==> src/rtl/kbd_mmio_responder_pkg.sv <==
`default_nettype none
// +----------------------------------------------------------------------------+
// | kbd_mmio_responder_pkg                                                     |
// | Shared io constants: keyboard address region, register map, FSM states.   |
// | Revision: 1.0                                                              |
// +----------------------------------------------------------------------------+
package kbd_mmio_responder_pkg;

    localparam logic [3:0] KBD_REGION     = 4'he;
    localparam logic [1:0] KBD_REG_DATA   = 2'd0;
    localparam logic [1:0] KBD_REG_STATUS = 2'd1;
    localparam logic [1:0] KBD_REG_CTRL   = 2'd2;

    typedef enum logic [0:0] {
        KBD_IDLE = 1'b0,
        KBD_ACK  = 1'b1
    } kbd_state_e;

    // frame[0]=start, frame[8:1]=data LSB first, frame[9]=odd parity, frame[10]=stop
    function automatic logic ps2_frame_ok(input logic [10:0] frame);
        return (frame[0] == 1'b0) && frame[10] && (^frame[9:1]);
    endfunction

endpackage
`default_nettype wire

==> src/rtl/kbd_mmio_responder_ps2_rx.sv <==
`default_nettype none
// +----------------------------------------------------------------------------+
// | ps2_rx                                                                     |
// | PS/2 synchronizer, falling-edge detect, 11-bit frame shifter and timeout.  |
// | Revision: 1.0                                                              |
// +----------------------------------------------------------------------------+
module ps2_rx
    import kbd_mmio_responder_pkg::*;
#(
    parameter int TIMEOUT = 20000
) (
    input  logic       ui_clk,
    input  logic       rst,
    input  logic       ps2_clk_i,
    input  logic       ps2_data_i,
    output logic       push_o,
    output logic [7:0] code_o,
    output logic       err_o
);

    localparam int             TW          = $clog2(TIMEOUT + 1);
    localparam logic [TW-1:0]  TIMEOUT_CNT = TW'(TIMEOUT);

    logic [1:0]    clk_sync_q;
    logic [1:0]    data_sync_q;
    logic          clk_prev_q;
    logic [9:0]    shift_q;
    logic [3:0]    bit_cnt_q;
    logic [TW-1:0] timer_q;
    logic          push_q;
    logic          err_q;
    logic [7:0]    code_q;

    logic          fall;
    logic [10:0]   frame;

    assign fall  = clk_prev_q & ~clk_sync_q[1];
    // The stop bit arrives with the final edge, so the frame is assembled on the fly
    assign frame = {data_sync_q[1], shift_q};

    always_ff @(posedge ui_clk) begin
        if (!rst) begin
            clk_sync_q  <= 2'b11;
            data_sync_q <= 2'b11;
            clk_prev_q  <= 1'b1;
            shift_q     <= '0;
            bit_cnt_q   <= '0;
            timer_q     <= '0;
            push_q      <= 1'b0;
            err_q       <= 1'b0;
            code_q      <= '0;
        end else begin
            clk_sync_q  <= {clk_sync_q[0], ps2_clk_i};
            data_sync_q <= {data_sync_q[0], ps2_data_i};
            clk_prev_q  <= clk_sync_q[1];
            push_q      <= 1'b0;
            err_q       <= 1'b0;
            if (fall) begin
                timer_q <= '0;
                if (bit_cnt_q == 4'd10) begin
                    bit_cnt_q <= '0;
                    push_q    <= ps2_frame_ok(frame);
                    err_q     <= ~ps2_frame_ok(frame);
                    code_q    <= frame[8:1];
                end else begin
                    shift_q   <= {data_sync_q[1], shift_q[9:1]};
                    bit_cnt_q <= bit_cnt_q + 4'd1;
                end
            end else if (timer_q == TIMEOUT_CNT) begin
                // Saturated: abandon any partial frame
                bit_cnt_q <= '0;
            end else begin
                timer_q <= timer_q + TW'(1);
            end
        end
    end

    assign push_o = push_q;
    assign err_o  = err_q;
    assign code_o = code_q;

endmodule
`default_nettype wire

==> src/rtl/kbd_mmio_responder.sv <==
`default_nettype none
// +----------------------------------------------------------------------------+
// | kbd_mmio_responder                                                         |
// | Memory-mapped PS/2 keyboard: scancode FIFO, STATUS/CTRL, DATA-read FSM.    |
// | Revision: 1.0                                                              |
// +----------------------------------------------------------------------------+
module kbd_mmio_responder
    import kbd_mmio_responder_pkg::*;
#(
    parameter int DEPTH   = 16,
    parameter int TIMEOUT = 20000
) (
    input  logic        ui_clk,
    input  logic        rst,
    input  logic        ps2_clk,
    input  logic        ps2_data,
    input  logic        dmem_read_in,
    input  logic        dmem_write_in,
    input  logic [29:0] dmem_addr,
    input  logic [31:0] data_from_reg,
    input  logic        ext_stall,
    output logic [31:0] dmem_data_out,
    output logic        kbd_stall,
    output logic        kbd_nonempty
);

    localparam int AW = $clog2(DEPTH);
    localparam int CW = AW + 1;

    logic          rx_push;
    logic          rx_err;
    logic [7:0]    rx_code;

    ps2_rx #(
        .TIMEOUT   (TIMEOUT)
    ) u_ps2_rx (
        .ui_clk    (ui_clk),
        .rst       (rst),
        .ps2_clk_i (ps2_clk),
        .ps2_data_i(ps2_data),
        .push_o    (rx_push),
        .code_o    (rx_code),
        .err_o     (rx_err)
    );

    logic [7:0]    mem_q [DEPTH];
    logic [AW-1:0] wr_ptr_q, wr_ptr_d;
    logic [AW-1:0] rd_ptr_q, rd_ptr_d;
    logic [CW-1:0] count_q, count_d;
    logic          overflow_q, overflow_d;
    logic          parity_err_q, parity_err_d;
    kbd_state_e    state_q, state_d;
    logic [31:0]   rd_data_q, rd_data_d;

    logic          sel;
    logic          data_rd;
    logic          status_clr;
    logic          flush;
    logic          nonempty;
    logic          full;
    logic          do_pop;
    logic          do_push;
    logic          ovf_set;
    logic          stall;
    logic [31:0]   rdata;
    logic          unused_bits;

    assign sel        = (dmem_addr[29:26] == KBD_REGION);
    assign data_rd    = sel & dmem_read_in & (dmem_addr[1:0] == KBD_REG_DATA);
    assign status_clr = sel & dmem_write_in & (dmem_addr[1:0] == KBD_REG_STATUS) & data_from_reg[0];
    assign flush      = sel & dmem_write_in & (dmem_addr[1:0] == KBD_REG_CTRL) & data_from_reg[0];
    assign nonempty   = (count_q != '0);
    assign full       = (count_q == CW'(DEPTH));

    // A pop in the same cycle frees the slot a full FIFO would otherwise refuse
    assign do_push = rx_push & ~flush & (~full | do_pop);
    assign ovf_set = rx_push & ~flush & full & ~do_pop;

    assign unused_bits = ^{dmem_addr[25:2], data_from_reg[31:1]};

    always_comb begin
        state_d   = state_q;
        rd_data_d = rd_data_q;
        stall     = 1'b0;
        do_pop    = 1'b0;
        case (state_q)
            KBD_IDLE: begin
                if (data_rd) begin
                    stall     = 1'b1;
                    do_pop    = nonempty;
                    rd_data_d = nonempty ? {23'd0, 1'b1, mem_q[rd_ptr_q]} : 32'd0;
                    state_d   = KBD_ACK;
                end
            end
            KBD_ACK: begin
                if (!ext_stall) begin
                    state_d = KBD_IDLE;
                end
            end
            default: state_d = KBD_IDLE;
        endcase
    end

    always_comb begin
        wr_ptr_d = wr_ptr_q;
        rd_ptr_d = rd_ptr_q;
        count_d  = count_q;
        if (flush) begin
            wr_ptr_d = '0;
            rd_ptr_d = '0;
            count_d  = '0;
        end else begin
            if (do_push) wr_ptr_d = wr_ptr_q + AW'(1);
            if (do_pop)  rd_ptr_d = rd_ptr_q + AW'(1);
            if (do_push && !do_pop) begin
                count_d = count_q + CW'(1);
            end else if (!do_push && do_pop) begin
                count_d = count_q - CW'(1);
            end
        end
    end

    // New errors in the clearing cycle must survive the clear
    assign overflow_d   = (overflow_q & ~status_clr) | ovf_set;
    assign parity_err_d = (parity_err_q & ~status_clr) | rx_err;

    always_ff @(posedge ui_clk) begin
        if (!rst) begin
            state_q      <= KBD_IDLE;
            wr_ptr_q     <= '0;
            rd_ptr_q     <= '0;
            count_q      <= '0;
            overflow_q   <= 1'b0;
            parity_err_q <= 1'b0;
            rd_data_q    <= '0;
        end else begin
            state_q      <= state_d;
            wr_ptr_q     <= wr_ptr_d;
            rd_ptr_q     <= rd_ptr_d;
            count_q      <= count_d;
            overflow_q   <= overflow_d;
            parity_err_q <= parity_err_d;
            rd_data_q    <= rd_data_d;
        end
    end

    always_ff @(posedge ui_clk) begin
        if (do_push) begin
            mem_q[wr_ptr_q] <= rx_code;
        end
    end

    always_comb begin
        rdata = '0;
        if (sel && dmem_read_in) begin
            case (dmem_addr[1:0])
                KBD_REG_DATA: begin
                    if (state_q == KBD_ACK) rdata = rd_data_q;
                end
                KBD_REG_STATUS: rdata = {24'd0, 5'(count_q), overflow_q, parity_err_q, nonempty};
                default:        rdata = '0;
            endcase
        end
    end

    assign dmem_data_out = rst ? rdata : 32'd0;
    assign kbd_stall     = rst & stall;
    assign kbd_nonempty  = rst & nonempty;

endmodule
`default_nettype wire

==> config.mk <==
export PLATFORM = sky130hd
export DESIGN_NAME = kbd_mmio_responder
export DESIGN_NICKNAME = d
export VERILOG_FILES = /design/src/rtl/kbd_mmio_responder_pkg.sv /design/src/rtl/kbd_mmio_responder_ps2_rx.sv /design/src/rtl/kbd_mmio_responder.sv
export SDC_FILE = /design/constraint.sdc
export NUM_CORES = 1
export LEC_CHECK = 0
export CAP_MARGIN = 30
export CORE_MARGIN = 5
export CORE_UTILIZATION = 45
export CTS_BUF_LIST = sky130_fd_sc_hd__clkbuf_16
export DETAILED_ROUTE_END_ITERATION = 12
export GPL_TIMING_DRIVEN = 0
export PLACE_DENSITY = 0.69
export SLEW_MARGIN = 20
export SYNTH_ARGS = -nofsm -noshare
export SYNTH_HDL_FRONTEND = slang
export SYNTH_SLANG_ARGS = --single-unit
==> constraint.sdc <==
create_clock -name ui_clk -period 4.2 [get_ports ui_clk]
set_clock_uncertainty 0.2 [all_clocks]
set_input_delay 0.84 -clock ui_clk [delete_from_list [all_inputs] [get_ports ui_clk]]
set_output_delay 0.84 -clock ui_clk [all_outputs]
set_load 0.1 [all_outputs]
# Word-level counts from Yosys, hierarchy flattened
# Memory sizes are Yosys's and may differ from the RTL's. A register that Yosys moved wholly into a read port is not among the register bits.
# Index checks and enable logic that the tools add are counted.
word_totals:
  memories: 1
  regBits: 92
  ramBits: 128
  out_inout_bits: 34
classes:
  bitwise_logic: 29
  n_reduce_logical: 18
  n_eq_ne: 6
  mux: 20
  addsub: 6
memory_table:
  columns: ["name", "words", "word_bits", "read_ports", "rd_ports_with_merged_regs", "write_ports", "line_no", "source"]
  rows:
  - ["mem_q", 16, 8, 1, 1, 1, "kbd_mmio_responder.sv:46", "logic [7:0] mem_q [DEPTH];"]
ops:
  columns: ["cell", "n"]
  rows:
  - ["$mux 32", 3]
  - ["$pmux 32 s2", 1]
  - ["$mux 4", 5]
  - ["$and 1x1->1", 16]
  - ["$add 15x1->15 const B", 1]
  - ["$eq 15x15->1 const B", 1]
  - ["$add 4x1->4 const B", 3]
  - ["$mux 5", 2]
  - ["$not 1->1", 10]
  - ["$mux 9", 1]
  - ["$reduce_xor 9->1", 1]
  - ["$eq 4x4->1 const B", 2]
  - ["$mux 1", 7]
  - ["$reduce_and 2->1", 3]
  - ["$add 5x1->5 const B", 1]
  - ["$eq 5x5->1 const B", 1]
  - ["$logic_and 1x1->1", 5]
  - ["$reduce_bool 5->1", 1]
  - ["$sub 5x1->5 const B", 1]
  - ["$reduce_bool 2->1", 2]
  - ["$reduce_or 2->1", 2]
  - ["$or 1x1->1", 3]
  - ["$reduce_and 3->1", 1]
  - ["$eq 2x1->1 const B", 1]
  - ["4 further kinds", 5]

# Depth between registers and ports, before layout
logic_depth:
  ltp_word: 11
  depth_mapped: 13

# By module
# Synthesis repeated with hierarchy kept, for this count alone.
hier_totals:
  hier_cells: 634
  area_unflattened_um2: 8630.8
by_module_without_submodules:
  columns: ["module", "area_per_inst_um2", "cells_per_inst", "seq_area_each_um2", "instances"]
  rows:
  - ["kbd_mmio_responder", 6737.7, 429, 4424.2, 1]
  - ["ps2_rx", 1893.1, 205, 880.8, 1]

# Worst setup path before layout
# OpenSTA, ideal clock, no wires.
synth_path:
  path_type: "input to output"
  startpoint: "in dmem_addr[26]"
  endpoint: "out dmem_data_out[8]"
  required_ps: 3160
  n_path_buf: 1
  slack_ps: -629
  stages: 4
  t_arrival_ps: 3789
  path_cell_list: "nand4b_4 > or3_2 > clkbuf_1 > nor3_1"
synth_between:
  elab_chain_len: 4
synth_lines:
  columns: ["item", "line_no", "source"]
  rows:
  - ["start, declared", "kbd_mmio_responder.sv:19", "input logic [29:0] dmem_addr,"]
  - ["$eq 4x4->1", "kbd_mmio_responder.sv:68", "assign sel = (dmem_addr[29:26] == KBD_REGION);"]
  - ["$logic_and 1x1->1", "kbd_mmio_responder.sv:155", "if (sel && dmem_read_in) begin"]
  - ["$mux 32", "kbd_mmio_responder.sv:155", null]
  - ["$mux 32", "kbd_mmio_responder.sv:166", "assign dmem_data_out = rst ? rdata : 32'd0;"]
  - ["end, declared", "kbd_mmio_responder.sv:22", "output logic [31:0] dmem_data_out,"]
# No other way between the ends.

# Worst setup path after layout
layout_path:
  startpoint: "in dmem_addr[29]"
  endpoint: "out kbd_stall"
layout_between:
  elab_chain_len: 6
layout_lines:
  columns: ["item", "line_no", "source"]
  rows:
  - ["$eq 4x4->1", "kbd_mmio_responder.sv:68", null]
  - ["$and 1x1->1 (2 in series)", "kbd_mmio_responder.sv:69", "assign data_rd = sel & dmem_read_in & (dmem_addr[1:0] == KBD_REG_DATA);"]
  - ["$mux 1", "kbd_mmio_responder.sv:88", "if (data_rd) begin"]
  - ["$mux 1", "kbd_mmio_responder.sv:86", "case (state_q)"]
  - ["$and 1x1->1", "kbd_mmio_responder.sv:167", "assign kbd_stall = rst & stall;"]
  - ["end, declared", "kbd_mmio_responder.sv:23", "output logic kbd_stall,"]
# No other way between the ends.

==> impl_metrics.tcl <==
set metrics [dict create \
    slowest_stage "clkdlybuf4s15_2" \
    globalplace.congestion 0.881 \
    wl_per_cell_um 18.3 \
    dp_hpwl_um 11600 \
    io_buffers 24 \
    worstHoldStart "u_ps2_rx.data_sync_q[0]" \
    hold_path_end "u_ps2_rx.data_sync_q[1]" \
    clkLatencyLatePin_ns 0.50 \
    dieArea_sq_um 21700 \
    p_per_area_nw_per_um2 407 \
    synth.area.top_cells "edfxtp_1, dfxtp_1, mux4_1, mux2i_1, nor2_1" \
    ys.flop_type "edfxtp_1" \
    cts_root_buf "clkbuf_16" \
    dr.pass1.iters 4 \
    synth_cell_types 53 \
    vias 4876 \
    die_height_um 147 \
    yosysSeqAreaShare 0.626 \
    slew_viol_final 0 \
    cts_buffer_depth 3 \
    cp.arrival_ns 3.02 \
    fmax_ghz 0.246 \
    yosys_warnings 0 \
    rsz0062_at_grt "no" \
    grt_overflow 0 \
    cap_violations 0 \
    clk_pin_slew_ns 0.06 \
    start_util 0.455 \
    status "complete, no violations" \
    n_antenna_cell 0 \
    layout_setup_ws_ns 0.140 \
    pre_cts_slack_ns -0.436 \
    critPathKind "input port to primary output" \
    period_minus_slack_ns 4.06 \
    num_io_pins 103 \
    cts_buffers 22 \
    ys_seq_elements 201 \
    areaGrowthSynthToFinish_pct 15.5 \
    antenna_found_initial 0 \
    final-setup-viol-count 0 \
    final_cells 928 \
    post_cts_buffers 0 \
    fin_util 0.525 \
    core-area_sq_um 18600 \
    switching_share 0.225 \
    syn_area_sq_um 8480 \
    final.period_utilization 0.967 \
    seqPwrFrac 0.523 \
    ant_nets 0 \
    die_w_um 147 \
    slew-limit-headroom 0.365 \
    cts_hold_buf 0 \
    power_mw 3.99 \
    path_cells "clkdlybuf4s50_1, nand4b_4, or3_2, clkbuf_8, nor2_1, clkdlybuf4s15_2" \
    first_iter_violations 282 \
    min_path_type "flip-flop to flip-flop" \
    drive_above_1_share 0.166 \
    r2r_slack_ns 0.68 \
    synth_edf_count 128 \
    drc 0 \
    cts_num_sinks 201 \
    worst_slew_pin_slew_ns 0.957 \
    grt_use_total 0.157 \
    p_clk_frac 0.435 \
    cts_tree "yes" \
    place_area_sq_um 9130 \
    slowest_delay_ns 0.59 \
    vias_per_cell 5.25 \
    holdPathStages 1 \
    intPower_mw 3.09 \
    share_comb_of_total_power 0.041 \
    reg2reg_from "count_q[0]" \
    cp_max_fo 10 \
    r2r-end "count_q[4]" \
    p_switching_mw 0.899 \
    syn-mean-instance-area_sq_um 13.9 \
    crit_required_ns 3.16 \
    grt_pass1_vias 5021 \
    grt_pass1_wl_um 27100 \
    netlist.area_leader.share 0.453 \
    vdd_drop_max_uv 319 \
    p_leak_nw 3.39 \
    final_cell_area_sq_um 9790 \
    rows 50 \
    post_cts_resized 31 \
    synth_top_cell_by_area "edfxtp_1" \
    netlist_instances 608 \
    final_net_count 761 \
    wirelength_um 17000 \
    finalHoldViolations 0 \
    grt_max_degree 18 \
    crit_path_start_kind "input port" \
    reg2reg_depth 12 \
    placed_cells 888 \
    h-tree-depth 1 \
    synthArstFlopShare 0 \
    end_kind "primary output" \
]
power groups by stage:
stage / sequential [mW] / clock (mW) / combinational, mW
after floorplan: 2.13 / 0 / 0.140
after detailed placement: 2.13 / 0 / 0.164
final: 2.09 / 1.73 / 0.165
after CTS: 2.09 / 1.78 / 0.164
after global placement: 2.13 / 0 / 0.162
after global routing: 2.08 / 1.87 / 0.173
per-stage QoR:
| step | setup TNS [ns] | hold slack [ns] |
|---|---|---|
| 4_1_cts | 0 | 0.213 |
| 2_1_floorplan | 0 | 0.186 |
| 6_report | 0 | 0.210 |
| 3_3_place_gp | -3.55 | 0.193 |
| 3_5_place_dp | -4.12 | 0.196 |
| 5_1_grt | 0 | 0.233 |
worst max-delay path by stage:
stage	from	to	slack, ns
floorplan	dmem_addr[0]	kbd_stall	0.15
global placement	dmem_addr[28]	kbd_stall	-0.45
CTS	dmem_addr[29]	kbd_stall	0.14
detailed placement	dmem_addr[29]	kbd_stall	-0.44
global route	rst	kbd_nonempty	0.06
finish	dmem_addr[29]	kbd_stall	0.14
routing by layer:
| metal | global-route usage | vias up | share of wire |
|---|---|---|---|
| met1 | 0.202 | 2391 | 0.43 |
| met2 | 0.267 | 125 | 0.49 |
| li1 | - | 2320 | - |
| met3 | 0.0324 | 40 | 0.050 |
| met4 | 0.0555 | 0 | 0.031 |
| met5 | 0 | - | 0 |
cell usage after synthesis, drive strengths merged, types with 3 or more instances:
master and instances:
nand4 5, or3 3, dfxtp 73, nor4 3
buf 34, and2 3, nand3 8, ha 13
nor2 77, mux2i 29, clkbuf 18, a31o 7
nand2 43, mux4 32, xor2 15, o22ai 7
nand3b 5, nand2b 12, o21ai 3, a21oi 32
inv 13, xnor2 16, edfxtp 128, nor3 5
cells in the final DEF (no fill, tap or decap), types with 5 or more instances in the layout:
cell type          n
dfxtp_1           73
nor3_2             5
o22ai_1            7
mux4_1            21
xor2_1            15
conb_1            23
xnor2_1           16
ha_1              13
clkdlybuf4s15_2   10
clkbuf_16         22
nand2b_1          12
mux4_2            11
inv_2              5
a31o_2             7
edfxtp_1         128
a21oi_1           31
nand4_1            5
buf_2              6
buf_4             23
nor2_1            76
clkdlybuf4s50_1   13
nand2_1           43
inv_1             15
mux2i_1           29
nand3_1            7
clkbuf_1          15
logic make-up (layout without fill, tap and decap cells):
group	after synthesis	in the layout	synth area share
flops	201	201	0.626
simple gates	176	176	0.102
buf+inv	66	130	0.0457
mux	61	61	0.129
compound gates	58	58	0.0446
xor+xnor	31	31	0.0320
fa+ha+maj	14	14	0.0215
other cells	1	23	0.000442
critical path, delay by kind of cell:
kind / cells / cell delay (ns)
simple gates: 3 / 0.88
buf+inv: 3 / 1.29
area by class of cell:
| type | count | area, sq um |
|---|---|---|
| timing repair buffer | 24 | 251 |
| sequential | 201 | 5310 |
| clock buffer | 22 | 551 |
| buffer | 53 | 339 |
| tap | 234 | 293 |
| inverter | 13 | 48.8 |
| clock inverter | 18 | 106 |
| multi-input combinational | 363 | 2900 |
| fill | 1526 | 8850 |
state kept, by name, summed over array words and instances, names as in the netlist, named ones only:
signal and count:
mem_q 128, u_ps2_rx.timer_q 15, u_ps2_rx.shift_q 10, rd_data_q 9
u_ps2_rx.code_o 8, count_q 5, rd_ptr_q 4, u_ps2_rx.bit_cnt_q 4
wr_ptr_q 4, u_ps2_rx.clk_sync_q 2, u_ps2_rx.data_sync_q 2, overflow_q 1
parity_err_q 1, state_q 1, u_ps2_rx.clk_prev_q 1, u_ps2_rx.err_o 1
u_ps2_rx.push_o 1
No activity file was read; power rests on OpenSTA's default activity.
